<file path="config.mk">
export PLATFORM = sky130hd
export DESIGN_NAME = tone_sequencer
export DESIGN_NICKNAME = d
export VERILOG_FILES = /design/src/rtl/tone_sequencer_pkg.sv /design/src/rtl/semitone_split.sv /design/src/rtl/tone_sequencer.sv
export SDC_FILE = /design/constraint.sdc
export NUM_CORES = 1
export LEC_CHECK = 0
export CAP_MARGIN = 20
export CORE_MARGIN = 2
export CORE_UTILIZATION = 60
export CTS_CLUSTER_SIZE = 28
export DETAILED_ROUTE_END_ITERATION = 8
export PLACE_DENSITY = 0.76
export SETUP_SLACK_MARGIN = 0.02
export SLEW_MARGIN = 30
export SYNTH_ARGS = -nofsm -noshare
export SYNTH_HDL_FRONTEND = slang
export SYNTH_HIERARCHICAL = 1
export SYNTH_SLANG_ARGS = --single-unit
export TNS_END_PERCENT = 1
</file>
<file path="constraint.sdc">
create_clock -name clk_100mHz -period 5.17 [get_ports clk_100mHz]
set_input_delay 1.034 -clock clk_100mHz [delete_from_list [all_inputs] [get_ports clk_100mHz]]
set_output_delay 1.034 -clock clk_100mHz [all_outputs]
set_load 0.005 [all_outputs]
</file>
<file path="src/rtl/tone_sequencer_pkg.sv">
// Shared encodings, FSM states and lookup tables for the tone sequencer.
// Pitch dividers are indexed A=0 .. G#=11; scale entries are semitone numbers.
package tone_sequencer_pkg;

  localparam logic [1:0] MODE_IDLE = 2'b00;
  localparam logic [1:0] MODE_ASC  = 2'b01;
  localparam logic [1:0] MODE_DESC = 2'b10;
  localparam logic [1:0] MODE_PING = 2'b11;

  typedef enum logic [1:0] {
    ST_IDLE     = 2'd0,
    ST_SCALE    = 2'd1,
    ST_BEEP_ON  = 2'd2,
    ST_BEEP_OFF = 2'd3
  } state_e;

  function automatic logic [8:0] pitch_div(input logic [3:0] note);
    case (note)
      4'd0:    pitch_div = 9'd511;
      4'd1:    pitch_div = 9'd482;
      4'd2:    pitch_div = 9'd455;
      4'd3:    pitch_div = 9'd430;
      4'd4:    pitch_div = 9'd405;
      4'd5:    pitch_div = 9'd383;
      4'd6:    pitch_div = 9'd361;
      4'd7:    pitch_div = 9'd341;
      4'd8:    pitch_div = 9'd322;
      4'd9:    pitch_div = 9'd303;
      4'd10:   pitch_div = 9'd286;
      4'd11:   pitch_div = 9'd270;
      default: pitch_div = 9'd511;
    endcase
  endfunction

  function automatic logic [5:0] scale_semitone(input logic [2:0] idx);
    case (idx)
      3'd0:    scale_semitone = 6'd48;
      3'd1:    scale_semitone = 6'd50;
      3'd2:    scale_semitone = 6'd52;
      3'd3:    scale_semitone = 6'd53;
      3'd4:    scale_semitone = 6'd55;
      3'd5:    scale_semitone = 6'd57;
      3'd6:    scale_semitone = 6'd59;
      3'd7:    scale_semitone = 6'd60;
      default: scale_semitone = 6'd48;
    endcase
  endfunction

  // Higher octaves run the octave counter over fewer note-counter wraps.
  function automatic logic [7:0] octave_reload(input logic [2:0] octave);
    octave_reload = 8'hFF >> octave;
  endfunction

endpackage

</file>
<file path="src/rtl/semitone_split.sv">
// Combinational divide-by-12 of a 6-bit semitone number into octave and
// note-within-octave (0 = A).
module semitone_split
  import tone_sequencer_pkg::*;
(
  input  logic [5:0] semitone,
  output logic [2:0] octave,
  output logic [3:0] note
);

  // Range compare against multiples of 12; the input never exceeds 63.
  always_comb begin
    if (semitone >= 6'd60) begin
      octave = 3'd5;
      note   = 4'(semitone - 6'd60);
    end else if (semitone >= 6'd48) begin
      octave = 3'd4;
      note   = 4'(semitone - 6'd48);
    end else if (semitone >= 6'd36) begin
      octave = 3'd3;
      note   = 4'(semitone - 6'd36);
    end else if (semitone >= 6'd24) begin
      octave = 3'd2;
      note   = 4'(semitone - 6'd24);
    end else if (semitone >= 6'd12) begin
      octave = 3'd1;
      note   = 4'(semitone - 6'd12);
    end else begin
      octave = 3'd0;
      note   = 4'(semitone);
    end
  end

endmodule

</file>
<file path="src/rtl/tone_sequencer.sv">
// Scale sequencer with triggered beep bursts driving a square-wave speaker.
// FSM, step/beep timers and the two-stage tone counters live here.
module tone_sequencer
  import tone_sequencer_pkg::*;
#(
  parameter int NUM_NOTES       = 8,
  parameter int STEP_CYCLES     = 25_000_000,
  parameter int BEEP_NOTE       = 57,
  parameter int BEEP_COUNT      = 4,
  parameter int BEEP_ON_CYCLES  = 10_000_000,
  parameter int BEEP_OFF_CYCLES = 10_000_000,
  parameter int CNT_W           = 32
)(
  input  logic       clk_100mHz,
  input  logic       rst_n,
  input  logic [1:0] mode,
  input  logic       beep_trigger,
  output logic       speaker,
  output logic [2:0] note_idx,
  output logic       busy,
  output logic       step_pulse
);

  localparam logic [2:0]       LAST_IDX   = 3'(NUM_NOTES - 1);
  localparam logic [CNT_W-1:0] STEP_LAST  = CNT_W'(STEP_CYCLES - 1);
  localparam logic [CNT_W-1:0] ON_LAST    = CNT_W'(BEEP_ON_CYCLES - 1);
  localparam logic [CNT_W-1:0] OFF_LAST   = CNT_W'(BEEP_OFF_CYCLES - 1);
  localparam logic [CNT_W-1:0] CNT_ONE    = CNT_W'(1);
  localparam logic [4:0]       BEEP_TOTAL = 5'(BEEP_COUNT);
  localparam logic [5:0]       BEEP_SEMI  = 6'(BEEP_NOTE);

  state_e           state_r, state_nxt_s;
  logic             trig_prev_r, trig_rise_s;
  logic [1:0]       mode_r;
  logic             busy_r, step_pulse_r, speaker_r;
  logic [CNT_W-1:0] step_cnt_r, beep_tmr_r;
  logic [3:0]       beep_cnt_r;
  logic [2:0]       note_idx_r, idx_next_s, idx_start_s;
  logic             dir_up_r, dir_next_s;
  logic             scale_load_s, step_run_s;
  logic             beep_start_s, beep_next_s, beep_tmr_clr_s;
  logic [5:0]       rom_semi_r, semi_prev_r, tone_semi_s;
  logic [2:0]       octave_s;
  logic [3:0]       note_s;
  logic [8:0]       note_cnt_r, div_s;
  logic [7:0]       oct_cnt_r, oct_rld_s;
  logic             sounding_s, tone_restart_s;

  assign trig_rise_s = beep_trigger & ~trig_prev_r;
  assign idx_start_s = (mode == MODE_DESC) ? LAST_IDX : 3'd0;
  assign step_run_s  = (state_r == ST_SCALE) && (state_nxt_s == ST_SCALE) && !scale_load_s;

  // Next-state and control strobes; a trigger edge outranks any mode change.
  always_comb begin
    state_nxt_s    = state_r;
    scale_load_s   = 1'b0;
    beep_start_s   = 1'b0;
    beep_next_s    = 1'b0;
    beep_tmr_clr_s = 1'b0;
    case (state_r)
      ST_IDLE: begin
        if (trig_rise_s) begin
          state_nxt_s  = ST_BEEP_ON;
          beep_start_s = 1'b1;
        end else if (mode != MODE_IDLE) begin
          state_nxt_s  = ST_SCALE;
          scale_load_s = 1'b1;
        end else begin
          state_nxt_s  = ST_IDLE;
        end
      end
      ST_SCALE: begin
        if (trig_rise_s) begin
          state_nxt_s  = ST_BEEP_ON;
          beep_start_s = 1'b1;
        end else if (mode == MODE_IDLE) begin
          state_nxt_s  = ST_IDLE;
        end else if (mode != mode_r) begin
          state_nxt_s  = ST_SCALE;
          scale_load_s = 1'b1;
        end else begin
          state_nxt_s  = ST_SCALE;
        end
      end
      ST_BEEP_ON: begin
        if (beep_tmr_r == ON_LAST) begin
          state_nxt_s    = ST_BEEP_OFF;
          beep_tmr_clr_s = 1'b1;
        end else begin
          state_nxt_s    = ST_BEEP_ON;
        end
      end
      ST_BEEP_OFF: begin
        if (beep_tmr_r == OFF_LAST) begin
          beep_tmr_clr_s = 1'b1;
          if (({1'b0, beep_cnt_r} + 5'd1) < BEEP_TOTAL) begin
            state_nxt_s = ST_BEEP_ON;
            beep_next_s = 1'b1;
          end else if (mode != MODE_IDLE) begin
            state_nxt_s  = ST_SCALE;
            scale_load_s = 1'b1;
          end else begin
            state_nxt_s  = ST_IDLE;
          end
        end else begin
          state_nxt_s = ST_BEEP_OFF;
        end
      end
      default: state_nxt_s = ST_IDLE;
    endcase
  end

  // Index advance for the current pattern; ping-pong turns at the endpoints.
  always_comb begin
    idx_next_s = note_idx_r;
    dir_next_s = dir_up_r;
    case (mode)
      MODE_ASC:  idx_next_s = (note_idx_r == LAST_IDX) ? 3'd0 : note_idx_r + 3'd1;
      MODE_DESC: idx_next_s = (note_idx_r == 3'd0) ? LAST_IDX : note_idx_r - 3'd1;
      MODE_PING: begin
        if (dir_up_r) begin
          if (note_idx_r == LAST_IDX) begin
            idx_next_s = note_idx_r - 3'd1;
            dir_next_s = 1'b0;
          end else begin
            idx_next_s = note_idx_r + 3'd1;
          end
        end else begin
          if (note_idx_r == 3'd0) begin
            idx_next_s = 3'd1;
            dir_next_s = 1'b1;
          end else begin
            idx_next_s = note_idx_r - 3'd1;
          end
        end
      end
      default: idx_next_s = note_idx_r;
    endcase
  end

  // FSM state, input history and busy flag.
  always_ff @(posedge clk_100mHz or negedge rst_n) begin
    if (!rst_n) begin
      state_r     <= ST_IDLE;
      trig_prev_r <= 1'b0;
      mode_r      <= MODE_IDLE;
      busy_r      <= 1'b0;
    end else begin
      state_r     <= state_nxt_s;
      trig_prev_r <= beep_trigger;
      mode_r      <= mode;
      busy_r      <= (state_nxt_s == ST_BEEP_ON) || (state_nxt_s == ST_BEEP_OFF);
    end
  end

  // Step timer and scale index; a load never emits a step pulse.
  always_ff @(posedge clk_100mHz or negedge rst_n) begin
    if (!rst_n) begin
      step_cnt_r   <= '0;
      note_idx_r   <= 3'd0;
      dir_up_r     <= 1'b1;
      step_pulse_r <= 1'b0;
    end else begin
      step_pulse_r <= 1'b0;
      if (scale_load_s) begin
        step_cnt_r <= '0;
        note_idx_r <= idx_start_s;
        dir_up_r   <= 1'b1;
      end else if (step_run_s) begin
        if (step_cnt_r == STEP_LAST) begin
          step_cnt_r   <= '0;
          step_pulse_r <= 1'b1;
          note_idx_r   <= idx_next_s;
          dir_up_r     <= dir_next_s;
        end else begin
          step_cnt_r <= step_cnt_r + CNT_ONE;
        end
      end else begin
        step_cnt_r <= step_cnt_r;
      end
    end
  end

  // Beep on/off timer and per-burst beep counter.
  always_ff @(posedge clk_100mHz or negedge rst_n) begin
    if (!rst_n) begin
      beep_tmr_r <= '0;
      beep_cnt_r <= 4'd0;
    end else if (beep_start_s) begin
      beep_tmr_r <= '0;
      beep_cnt_r <= 4'd0;
    end else if (beep_next_s) begin
      beep_tmr_r <= '0;
      beep_cnt_r <= beep_cnt_r + 4'd1;
    end else if (beep_tmr_clr_s) begin
      beep_tmr_r <= '0;
    end else if ((state_r == ST_BEEP_ON) || (state_r == ST_BEEP_OFF)) begin
      beep_tmr_r <= beep_tmr_r + CNT_ONE;
    end else begin
      beep_tmr_r <= beep_tmr_r;
    end
  end

  // Registered scale ROM.
  always_ff @(posedge clk_100mHz or negedge rst_n) begin
    if (!rst_n) begin
      rom_semi_r <= 6'd0;
    end else begin
      rom_semi_r <= scale_semitone(note_idx_r);
    end
  end

  assign sounding_s     = (state_r == ST_SCALE) || (state_r == ST_BEEP_ON);
  assign tone_semi_s    = (state_r == ST_BEEP_ON) ? BEEP_SEMI : rom_semi_r;
  assign tone_restart_s = (tone_semi_s != semi_prev_r);
  assign div_s          = pitch_div(note_s);
  assign oct_rld_s      = octave_reload(octave_s);

  semitone_split u_split (
    .semitone (tone_semi_s),
    .octave   (octave_s),
    .note     (note_s)
  );

  // Two-stage tone divider; silent states hold the counters preloaded.
  always_ff @(posedge clk_100mHz or negedge rst_n) begin
    if (!rst_n) begin
      semi_prev_r <= 6'd0;
      note_cnt_r  <= 9'd0;
      oct_cnt_r   <= 8'd0;
      speaker_r   <= 1'b0;
    end else begin
      semi_prev_r <= tone_semi_s;
      if (!sounding_s) begin
        note_cnt_r <= div_s;
        oct_cnt_r  <= oct_rld_s;
        speaker_r  <= 1'b0;
      end else if (tone_restart_s) begin
        note_cnt_r <= div_s;
        oct_cnt_r  <= oct_rld_s;
      end else if (note_cnt_r == 9'd0) begin
        note_cnt_r <= div_s;
        if (oct_cnt_r == 8'd0) begin
          oct_cnt_r <= oct_rld_s;
          speaker_r <= ~speaker_r;
        end else begin
          oct_cnt_r <= oct_cnt_r - 8'd1;
        end
      end else begin
        note_cnt_r <= note_cnt_r - 9'd1;
      end
    end
  end

  assign speaker    = speaker_r;
  assign note_idx   = note_idx_r;
  assign busy       = busy_r;
  assign step_pulse = step_pulse_r;

endmodule

</file>
Yosys cells after proc, flatten, opt, wreduce, memory -nomap -nowiden. Memories as Yosys holds them, arrays and structs flattened. A register that Yosys moved wholly into a read port is not among the register bits. Index checks and enable logic that the tools add are counted.

Input bits: 5. Bits in read-only memories: 160. Memories: 2. Output and inout bits: 6. Register bits after elaboration: 109. Word-level logic and storage cells: 156.

Memories: (no name shown) (words 16, width 8, rd ports 1, clocked after memory_dff 0, write ports 0, line tone_sequencer_pkg.sv:18) `case (note)`; (no name shown) (words 8, width 4, rd ports 1, clocked after memory_dff 1, write ports 0, line tone_sequencer_pkg.sv:36) `case (idx)`.

Bitwise operators: 3. Equal/unequal tests: 18. Shift-type cells: 1. $add $sub $neg: 13. Order comparisons: 6. Mux-type cells: 74. Reduce and logical (&&, ||, !) cells: 24.

Operators by type and width (count): 32-bit 2-to-1 mux (7); 32-bit by 1-bit adder with 32-bit output (second input constant) (2); 3-bit 2-to-1 mux (13); 32-bit by 24-bit equality test with 1-bit output (second input constant) (1); 32-bit by 25-bit equality test with 1-bit output (second input constant) (1); 1-bit 2-to-1 mux (32); 8-bit 2-to-1 mux (4); 4-bit 2-to-1 mux (7); 9-bit 2-to-1 mux (3); 6-bit >= comparator (second input constant) (3); 2-bit equality test (second input constant) (6); 4-bit subtractor (second input constant) (3); 2-bit nonzero test (5); 9-bit logical NOT (1); 3-bit case mux with 3 select lines (1); 3-bit AND reduction (3); 9-bit by 1-bit subtractor with 9-bit output (second input constant) (1); 8-bit logical NOT (1); 2-bit 2-to-1 mux (4); 2-bit case mux with 4 select lines (1); 4-bit nonzero test (2); 8-bit by 3-bit right shift with 8-bit output (first input constant) (1); 8-bit by 1-bit subtractor with 8-bit output (second input constant) (1); 2-bit by 1-bit equality test with 1-bit output (second input constant) (3); other kinds (25) (33).

Logic depth before layout (Yosys ltp). Gate-level depths: netlist of run 1.

Depth in word-level cells: 13. Depth in mapped cells: 15. Depth with buffers taken out: 14.

By module. Netlist of run 1, hierarchy kept.

By module, submodules not included: tone_sequencer (sequential area each 2653.8 um^2, cells an instance 695, area an instance 6144.6 um^2, instances 1); semitone_split (sequential area each 0.0 um^2, cells an instance 29, area an instance 209.0 um^2, instances 1).

Worst setup path after synthesis of run 1. Ideal clock, no wire load.

Path kind: register to register. Start: register, netlist name busy. End: register note_cnt_r[3]. Required time: 5.087 ns. Path slack: 2.319 ns. Path buffers: 2. Library setup time: 0.083 ns. Stages on the path, launching flop included: 14. Period minus slack after synthesis: 2.851 ns. Arrival: 2.768 ns. Cell sequence: dfrtp_1 > ha_1 > buf_2 > nor2_1 > inv_1 > ha_1 > nand2b_1 > nand2_1 > a211o_1 > a211oi_2 > clkbuf_1 > mux2i_1 > o22ai_1 > o21ai_0.

RTL lines: to (signal assigned) (line tone_sequencer.sv:235) `note_cnt_r <= div_s;`; to (signal assigned) (line tone_sequencer.sv:239) `note_cnt_r <= div_s;`; to (signal assigned) (line tone_sequencer.sv:242) `note_cnt_r <= div_s;`; to (decl) (line tone_sequencer.sv:45) `logic [8:0] note_cnt_r, div_s;`.

Final worst setup path of run 1.
Start: register state_r[0]. End: register note_cnt_r[5].

Word-level cells in the longest chain between the ends: 12. Elaborated cells on any way between the ends: 24. Those cells by class: add/sub: 5; order compare: 5; eq/ne: 3; mux: 9; reduce/logical: 1; memory: 1.

Ends and longest elaborated chain: from (decl) (line tone_sequencer.sv:32) `state_e state_r, state_nxt_s;`; from (signal assigned) (line tone_sequencer.sv:149) `state_r <= state_nxt_s;`; 2-bit equality test (*) (line tone_sequencer.sv:214) `assign tone_semi_s = (state_r == ST_BEEP_ON) ? BEEP_SEMI : rom_semi_r;`; 6-bit 2-to-1 mux (*) (line tone_sequencer.sv:214); via tone_semi_s[3] (line tone_sequencer.sv:42) `logic [5:0] rom_semi_r, semi_prev_r, tone_semi_s;`; 6-bit by 4-bit >= comparator with 1-bit output or 4-bit subtractor (tied branches) (line semitone_split.sv:25, semitone_split.sv:15, semitone_split.sv:27); 4-bit 2-to-1 mux (line semitone_split.sv:25) `end else if (semitone >= 6'd12) begin`; 4-bit 2-to-1 mux (line semitone_split.sv:22) `end else if (semitone >= 6'd24) begin`; 4-bit 2-to-1 mux (line semitone_split.sv:19) `end else if (semitone >= 6'd36) begin`; 4-bit 2-to-1 mux (line semitone_split.sv:16) `end else if (semitone >= 6'd48) begin`; 4-bit 2-to-1 mux (*) (line semitone_split.sv:13) `if (semitone >= 6'd60) begin`; via note_s[3] (line tone_sequencer.sv:44) `logic [3:0] note_s;`; memory 16 x 8 bit (*); 9-bit 2-to-1 mux (line tone_sequencer.sv:241) `end else if (note_cnt_r == 9'd0) begin`; 9-bit 2-to-1 mux (line tone_sequencer.sv:238) `end else if (tone_restart_s) begin`; 9-bit 2-to-1 mux (*) (line tone_sequencer.sv:234) `if (!sounding_s) begin`.

The timed path passes the listed nets; every way through them passes the cells marked *. A chain may end at the register's enable or synchronous reset.

==> impl_results.md, run 1 <==
* Wirelength per Cell at 14.8 um
* Share of cells above drive strength 1 at 6.22%
* Die area at around 11000 um^2
* Grt ovf at 0
* Clock Skews at 0.0173 ns
* Leakage at slightly below 0.003 uW
* Drt pass-1 iters at 5
* Sequential fraction of the synthesis area at 41.8%
* DR vias at around 5200
* GP Congestion at roughly 0.87
* Worst vdd ir at 381 uV
* Yosys warns at 10
* CTS tree: built
* Most frequent cells after synthesis: dfrtp_1 (105), nor2_1 (79), nand2_1 (59)
* Clock Latency Late Sink at roughly 0.39 ns
* CTS Buf Count at 9
* Area contributors post-synth: dfrtp_1 (41%), ha_1 (5.5%), nor2_1 (4.7%)
* Slew Viols, Final at 0
* Die width at about 110 um
* Detailed Route WL at approximately 13 mm
* Max-Cap Viols at 0
* # Post-CTS Setup Buffers at 0
* Initial DRC count at approximately 320
* Pwr dens at between 400 and 500 nW/um^2
* Ports at 11
* Netlist cell types at between 60 and 70
* Synthesized cell area at approximately 6400 um^2
* Detail Placement HPWL at roughly 8.9 mm
* Rel. slew slack at between 40% and 50%
* Sink Count at 106
* Initial antenna violation count at 0
* Synth area leader: dfrtp_1
* Cells after Synth at 724
* Clock root buffer: clkbuf_8
* Mapped Nets at 757
* Row cnt at 37
* Vias in the first global route at ~5000
* Max Root-Sink Buffers at 2
* Final net count at ~750
* Post-CTS Hold Buffers at 0
* Vias per cell at 6.00
* Critical Path RT at around 5.5 ns
* Setup_tns at 0 ns
* PostCTS Resize Cnt at 0
* Primary FF master, synth: dfrtp_1
* Worst Setup End Kind: flip-flop
* Layout fillers at 850
* Number of H-tree levels at 3
* Crit Path Class: flip-flop to flip-flop
* DRC viols at 0
* Post-synth top area share at between 40% and 50%
* ANT cells at 0
* Run status: finished, final reports clean
* Most numerous cell in the Yosys netlist: dfrtp_1
* Post-synth EDFFs at 0
* RSZ-0062 raised after global routing: false
* Synth-to-Final Area Change at 6.10%
* Reg area at 2650 um^2
* ANT nets after route at 0
* Post-layout min period at 3.49 ns
* Core ar. at between 10000 and 15000 um^2
* Initial Utilization at between 60% and 70%
* Power, Total at between 2000 and 3000 uW
* Crit Path Max Fanout at 14
* Max Clk Rate at between 200 and 300 MHz
* Post-route cell area at between 6000 and 7000 um^2
* Die height at around 110 um
* Clock Pin Slew Worst Setup and Hold Paths at around 0.11 ns
* Critical Path AT at approximately 3.8 ns
* First-pass GRT wire length at around 23 mm
* Slew @ Worst Pin at between 0.8 and 0.9 ns
* DP Area at approximately 6500 um^2
* HP Class: flip-flop to flip-flop
* Fin. Hold Viols at 0
* Multi-input gate area at around 3400 um^2
* Final setup fails at 0
* Ys async rst share at between 90% and 100%
* Overall routing resource usage at 24.1%
* Tcrit/Tclk final at between 60% and 70%
* Startpoint Class: flip-flop
* Register bit total from synthesis at roughly 110
* Largest net degree at the start of global routing at 73
* Syn avg cell area at roughly 8.8 um^2
* Port bufs at 10
## sequential cells by signal, summed over array words and instances (netlist names)
signal	cells
note_idx	3
dir_up_r	1
note_cnt_r	9
mode_r	2
semi_prev_r	5
oct_cnt_r	8
beep_cnt_r	4
trig_prev_r	1
rom_semi_r	5
step_cnt_r	32
state_r	1
step_pulse	1
speaker	1
busy	1
beep_tmr_r	32
## power by group
part	switching, uW	leakage [uW]	internal, uW
Sequential	143	0.00138	985
Combinational	737	0.00142	488
Clock	291	0.000100	228
Total	1170	0.00290	1700
## routing by layer
layer  GRT usage, %  vias to the layer above  wire length [um]
li1               -                     2533                 -
met1           30.7                     2497              5840
met2           41.7                      108              6300
met3           4.19                       14               443
met4           8.07                        0               163
met5              0                        -                 0
## per-stage QoR
stage	hold WS (ns)	cells	util (%)	worst slack, ns
finish	0.497	859	65.3	1.68
global route	0.535	859	65.3	1.37
CTS	0.504	859	65.2	1.72
detailed placement	0.490	843	63.2	1.41
global placement	0.470	843	63.2	1.51
floorplan	0.446	724	-	2.32
## cells in the final DEF (no fill, tap or decap), drive strengths merged, types with 25 or more instances in the layout
cell / instances
nand3: 32
xor2: 25
inv: 37
a21oi: 55
ha: 28
dfrtp: 105
nor2: 79
o21ai: 50
nand2: 59
## path summary, 6_finish.rpt
check	from	end	slack, ns	cells after the start
min in group asynchronous	rst_n	rom_semi_r[1]	0.65	1
hold reg to reg	note_cnt_r[0]	note_cnt_r[0]	0.50	1
setup reg to reg	state_r[0]	note_cnt_r[5]	1.68	13
setup / recovery	state_r[0]	note_cnt_r[5]	1.68	13
max in group asynchronous	rst_n	beep_tmr_r[6]	3.61	2
hold / removal	note_cnt_r[0]	note_cnt_r[0]	0.50	1
## logic make-up after synthesis
family          count (synthesis)  share of synthesized area (%)
other cells                     1                         0.0590
flops                         106                           41.8
buf+inv                        68                           4.45
xor+xnor                       44                           6.07
simple gates                  310                           25.6
mux                            14                           2.25
compound gates                153                           14.3
fa+ha+maj                      28                           5.51
## final cells by class
| type | instances | share of cell area (%) |
|---|---|---|
| well taps | 136 | 2.52 |
| clock buffers | 9 | 1.84 |
| multi-input cells | 550 | 51.0 |
| clock inverters | 7 | 1.15 |
| repair buffers | 16 | 2.17 |
| flip-flops and latches | 106 | 39.4 |
| inverters | 35 | 1.95 |
## critical path: stages, from the launching register on
cell	delay, ns
dfrtp_1	0.42
inv_1	0.08
ha_1	0.46
nor2_1	0.15
inv_1	0.19
inv_1	0.11
ha_1	0.34
nand2b_1	0.15
nand2_1	0.06
a211o_1	0.30
a211oi_2	0.58
mux2i_1	0.27
o22ai_1	0.10
o21ai_0	0.18
(Power assumes the default switching activity.)
==> run 2: changes to the inputs <==
Settings changed: CORE_UTILIZATION 60 to 57.
Clock period 5.17 ns to 3.2 ns, I/O delays scaled along.
==> impl_results.md, run 2 (synthesized netlist as in run 1, its figures left out) <==
* Sink Count at between 100 and 150
* Detail Placement HPWL at 9.30 mm
* Startpoint Class: flip-flop
* HP Class: input pin to async pin
* Vias in the first global route at 5232
* Crit Path Max Fanout at 10
* Combinational share of power at 43.7%
* P_int at 2930 uW
* Number of H-tree levels at 3
* Top Layer Used: met4
* Initial Utilization at ~59%
* Initial antenna violation count at 0
* Post-CTS Hold Buffers at 0
* Final setup fails at 0
* Die width at about 110 um
* Die height at 110 um
* Post-route insts no fill at roughly 900
* DR vias at 5239
* Pre-CTS WS at 0.112 ns
* Post-layout min period at ~3.0 ns
* Max Clk Rate at ~330 MHz
* Met2 wire len at ~6.7 mm
* Initial DRC count at 339
* ANT cells at 0
* Slew @ Worst Pin at about 0.56 ns
* Layout fillers at 907
* Critical Path AT at 3.25 ns
* GP Congestion at 0.847
* Run status: finished, final reports clean
* DRC viols at 0
* Worst vdd ir at 424 uV
* Wirelength per Cell at between 15 and 20 um
* Clock Skews at 0.0128 ns
* Max-Cap Viols at 0
* Synth-to-Final Area Change at 8.70%
* Worst setup margin at roughly 0.21 ns
* Most frequent cells in the layout: dfrtp_1 (105), nor2_1 (79), nand2_1 (59)
* Overall routing resource usage at between 20% and 30%
* Grt ovf at 0
* PostCTS Resize Cnt at 0
* Clock Latency Late Sink at 0.38 ns
* Die area at approximately 12000 um^2
* Clock Power Share at about a fifth
* Critical Path RT at between 3 and 4 ns
* Switching Fraction at roughly 40%
* Slew Viols, Final at 0
* # Post-CTS Setup Buffers at 0
* Commonest non-fill, non-tap cell in the layout: dfrtp_1
* Biggest regs: beep_tmr_r (32), step_cnt_r (32), note_cnt_r (9)
* Final net count at 767
* Worst Setup End Kind: flip-flop
* Largest net degree at the start of global routing at a little under 80
* Port bufs at 10
* Hold_ws at approximately 0.17 ns
* Placed Cells at between 800 and 900
* Share of cells above drive strength 1 at under 10%
* Clock root buffer: clkbuf_8
* RSZ-0062 raised after global routing: true
* Post-route cell area at 6910 um^2
* Sequential share of power at 37.6%
* Drt pass-1 iters at 5
* Clock Pin Slew Worst Setup and Hold Paths at roughly 0.10 ns
* Pwr dens at between 700 and 800 nW/um^2
* Vias per cell at ~6.0
* Metal3 WL at roughly 570 um
* Core ar. at 10800 um^2
* Crit Path Class: flip-flop to flip-flop
* Max Root-Sink Buffers at 2
* Detailed Route WL at about 14 mm
* CTS Buf Count at 9
* R2R Setup Slk at 0.21 ns
* Core Util, Final at between 60% and 70%
* Rel. slew slack at between 60 and 70%
* Row cnt at 38
* Leakage at 0.00300 uW
* Ports at 11
* Fin. Hold Viols at 0
* First-pass GRT wire length at ~24 mm
* Sw power at slightly below 2000 uW
* DP Area at 6670 um^2
* Tcrit/Tclk final at between 90% and 100%
* CTS tree: built
* ANT nets after route at 0
* Post-Route M1 WL at 6.13 mm
==> run 2: cell count changes in the layout (fill, tap and decap cells not counted), moves of 2 or more <==
cell | before | now
buf_4 | 6 | 20
clkbuf_1 | 0 | 3
buf_12 | 0 | 2
inv_6 | 2 | 0
==> run 2: metal layers <==
layer  vias to the layer above  GRT usage, %
li1                       2565             -
met1                      2549          31.1
met2                       112          42.7
met3                        13          5.75
met4                         0          6.51
met5                         -             0
==> run 2: per-stage QoR <==
step                      power, uW  TNS [ns]
after global routing           5220   -0.0176
after floorplan                3340         0
after detailed placement       3910         0
final                          4850         0
after CTS                      4840         0
after global placement         3800         0
==> run 2: power groups by stage <==
stage / Combinational (uW) / Clock (uW) / Sequential [uW]
3_3_place_gp: 1960 / 0 / 1830
5_1_grt: 2360 / 991 / 1870
3_5_place_dp: 2070 / 0 / 1850
2_1_floorplan: 1550 / 0 / 1790
4_1_cts: 2090 / 931 / 1830
6_report: 2120 / 906 / 1830
==> run 2: worst paths after layout <==
kind,start,endpoint,cells past startpoint
max in group asynchronous,rst_n,step_cnt_r[30],2
worst max-delay path,state_r[0],note_cnt_r[1],14
worst min register to register,note_cnt_r[0],note_cnt_r[0],1
worst min-delay path,rst_n,oct_cnt_r[4],1
worst max register to register,state_r[0],note_cnt_r[1],14
min in group clk_100mHz,note_cnt_r[0],note_cnt_r[0],1
==> run 2: layout make-up <==
type / instances / area (um^2) / share of cell area, %
flip-flops and latches: 106 / 2650 / 38.4
repair buffers: 32 / 295 / 4.28
multi-input cells: 550 / 3440 / 49.8
clock inverters: 4 / 76.3 / 1.11
well taps: 140 / 175 / 2.54
clock buffers: 12 / 135 / 1.96
inverters: 35 / 131 / 1.90
==> run 2: worst max-delay path, cell delays in order, from the launching register on <==
cell,delay [ns]
dfrtp_1,0.40
inv_1,0.08
ha_1,0.27
nor2_1,0.21
inv_1,0.14
inv_1,0.12
ha_1,0.15
or3b_1,0.39
a211oi_1,0.25
a211o_1,0.14
a211oi_2,0.04
buf_4,0.19
nand2b_1,0.21
nor3_1,0.22
a21oi_1,0.07
==> run 3: changes to the inputs <==
Settings changed: ABC_CLOCK_PERIOD_IN_PS set to 3200, CORE_MARGIN 2 to 1, SYNTH_HIERARCHICAL 1 to unset.
==> impl_results.md, run 3 <==
* Slew @ Worst Pin at 0.598 ns
* Clock Latency Late Sink at 0.39 ns
* Cells after Synth at between 700 and 800
* Largest net degree at the start of global routing at 62
* PostCTS Resize Cnt at 0
* ANT nets after route at 0
* Yosys warns at 0
* Synth area leader: dfrtp_1
* Initial DRC count at 370
* Detailed Route WL at about 14 mm
* HP Class: input pin to async pin
* DRC viols at 0
* RSZ-0062 raised after global routing: false
* Post-synth EDFFs at 0
* CTS Buf Count at 9
* Crit Path Class: flip-flop to flip-flop
* Pwr dens at around 420 nW/um^2
* Hold_ws at 0.243 ns
* Share of cells above drive strength 1 at 7.84%
* CTS tree: built
* ANT cells at 0
* Die height at around 110 um
* R2R Setup Slk at approximately 0.19 ns
* Post-synth top area share at between 40% and 50%
* Clock Pin Slew Worst Setup and Hold Paths at approximately 0.10 ns
* Worst stage delay on the critical path at 0.50 ns
* Placed Cells at approximately 850
* Worst vdd ir at 363 uV
* Synth-to-Final Area Change at 9.64%
* Most used cell, CP: or3_1
* Fin. Hold Viols at 0
* # Post-CTS Setup Buffers at 0
* Run status: finished, final reports clean
* Tcrit/Tclk final at a little over nine tenths
* Commonest non-fill, non-tap cell in the layout: dfrtp_1
* Crit Path Max Fanout at 8
* Leakage at between 0.002 and 0.003 uW
* Clock Skews at roughly 0.013 ns
* Post-route insts no fill at ~860
* Number of H-tree levels at 3
* Most frequent cells in the layout: dfrtp_1 (105), nor2_1 (84), a21oi_1 (62)
* Port bufs at 10
* Row cnt at 37
* Pre-CTS WS at 0.0869 ns
* Register bit total from synthesis at about 110
* CP cell instances: ha_1, nand3_2, or2_0, nor3_1, nand4_1, or3_1, or3_1, a21oi_1
* Max Root-Sink Buffers at 2
* Area contributors post-synth: dfrtp_1 (43%), ha_1 (5.3%), a21oi_1 (5.1%)
* Clock root buffer: clkbuf_8
* GP Congestion at about 0.88
* Slowest CP cell: or3_1
* Die width at 106 um
* Worst setup margin at approximately 0.19 ns
* Vias in the first global route at about 5000
* Critical Path RT at around 3.5 ns
* Max-Cap Viols at 0
* Final setup fails at 0
* Initial Utilization at roughly three fifths
* First-pass GRT wire length at 23.6 mm
* Startpoint Class: flip-flop
* Initial antenna violation count at 0
* Drt pass-1 iters at 5
* Overall routing resource usage at a little over a quarter
* Post-CTS Hold Buffers at 0
* Detail Placement HPWL at roughly 9.6 mm
* Mapped Nets at 740
* Critical Path AT at ~3.3 ns
* Slew Viols, Final at 0
* Ports at 11
* Max Clk Rate at around 330 MHz
* Worst Setup End Kind: flip-flop
* Most frequent cells after synthesis: dfrtp_1 (105), nor2_1 (84), a21oi_1 (63)
* Netlist cell types at 59
* Primary FF master, synth: dfrtp_1
* Wirelength per Cell at 15.8 um
* Sequential fraction of the synthesis area at 43.0%
* DR vias at 5250
* Ys async rst share at between 90% and 100%
* Rel. slew slack at between 50 and 60%
* Die area at around 11000 um^2
* Most numerous cell in the Yosys netlist: dfrtp_1
* Setup_tns at 0 ns
* Grt ovf at 0
* Core ar. at roughly 10000 um^2
* Power, Total at 2850 uW
* Post-layout min period at 3.01 ns
* Syn avg cell area at 8.70 um^2
* Biggest regs: beep_tmr_r (32), step_cnt_r (32), note_cnt_r (9)
* Final net count at around 750
* Vias per cell at between 6 and 7
* Synthesized cell area at 6170 um^2
* Sink Count at 106
run 3: path summary, 6_finish.rpt:
check	depth (start not counted)	start	endpoint
max	8	beep_tmr_r[1]	beep_tmr_r[26]
min	1	rst_n	beep_tmr_r[8]
max reg2reg	8	beep_tmr_r[1]	beep_tmr_r[26]
min reg2reg	1	note_cnt_r[0]	note_cnt_r[0]
max in group asynchronous	2	rst_n	dir_up_r
min in group clk_100mHz	1	note_cnt_r[0]	note_cnt_r[0]
run 3: per-layer routing:
metal | share of wire, % | wire length, um | global-route usage [%]
met5 | 0 | 0 | 0
met4 | 1.4 | 189 | 8.04
met3 | 4.1 | 562 | 5.70
met2 | 50 | 6750 | 43.3
met1 | 45 | 6110 | 34.4
run 3: metrics by stage:
stage	area [um^2]	util, %
global route	6760	64.9
floorplan	6170	-
finish	6760	64.9
global placement	6510	62.5
CTS	6760	64.9
detailed placement	6510	62.5
run 3: worst max-delay path, delay by kind of cell, from the launching register on:
| family | cells | cell delay, ns |
|---|---|---|
| AO/OA/AOI/OAI | 1 | 0.18 |
| flip-flops | 1 | 0.41 |
| adder cells (fa/ha/maj) | 1 | 0.24 |
| AND/OR/NAND/NOR | 6 | 2.10 |
run 3: cell families after synthesis:
| logic type | count (synthesis) | synth area share (%) |
|---|---|---|
| AOI/OAI and AO/OA | 163 | 15.5 |
| and+or+nand+nor | 300 | 24.7 |
| DFF | 106 | 43.0 |
| buffers and inverters | 62 | 3.88 |
| muxes | 12 | 2.01 |
| xor gates and xnor gates | 39 | 5.54 |
| other | 1 | 0.0608 |
| adders and majority gates | 26 | 5.27 |
run 3: final cells by class:
cell class | count | area, um^2
Fill cell | 820 | 3650
Multi-Input combinational cell | 541 | 3280
Sequential cell | 106 | 2650
Timing Repair Buffer | 32 | 288
Tap cell | 136 | 170
Clock buffer | 11 | 151
Inverter | 32 | 120
Clock inverter | 5 | 100
run 3: power breakdown:
part	internal [uW]	switching [uW]	leakage [uW]
Clock	560	465	0.000129
Combinational	135	181	0.00135
Sequential	1420	87.0	0.00135
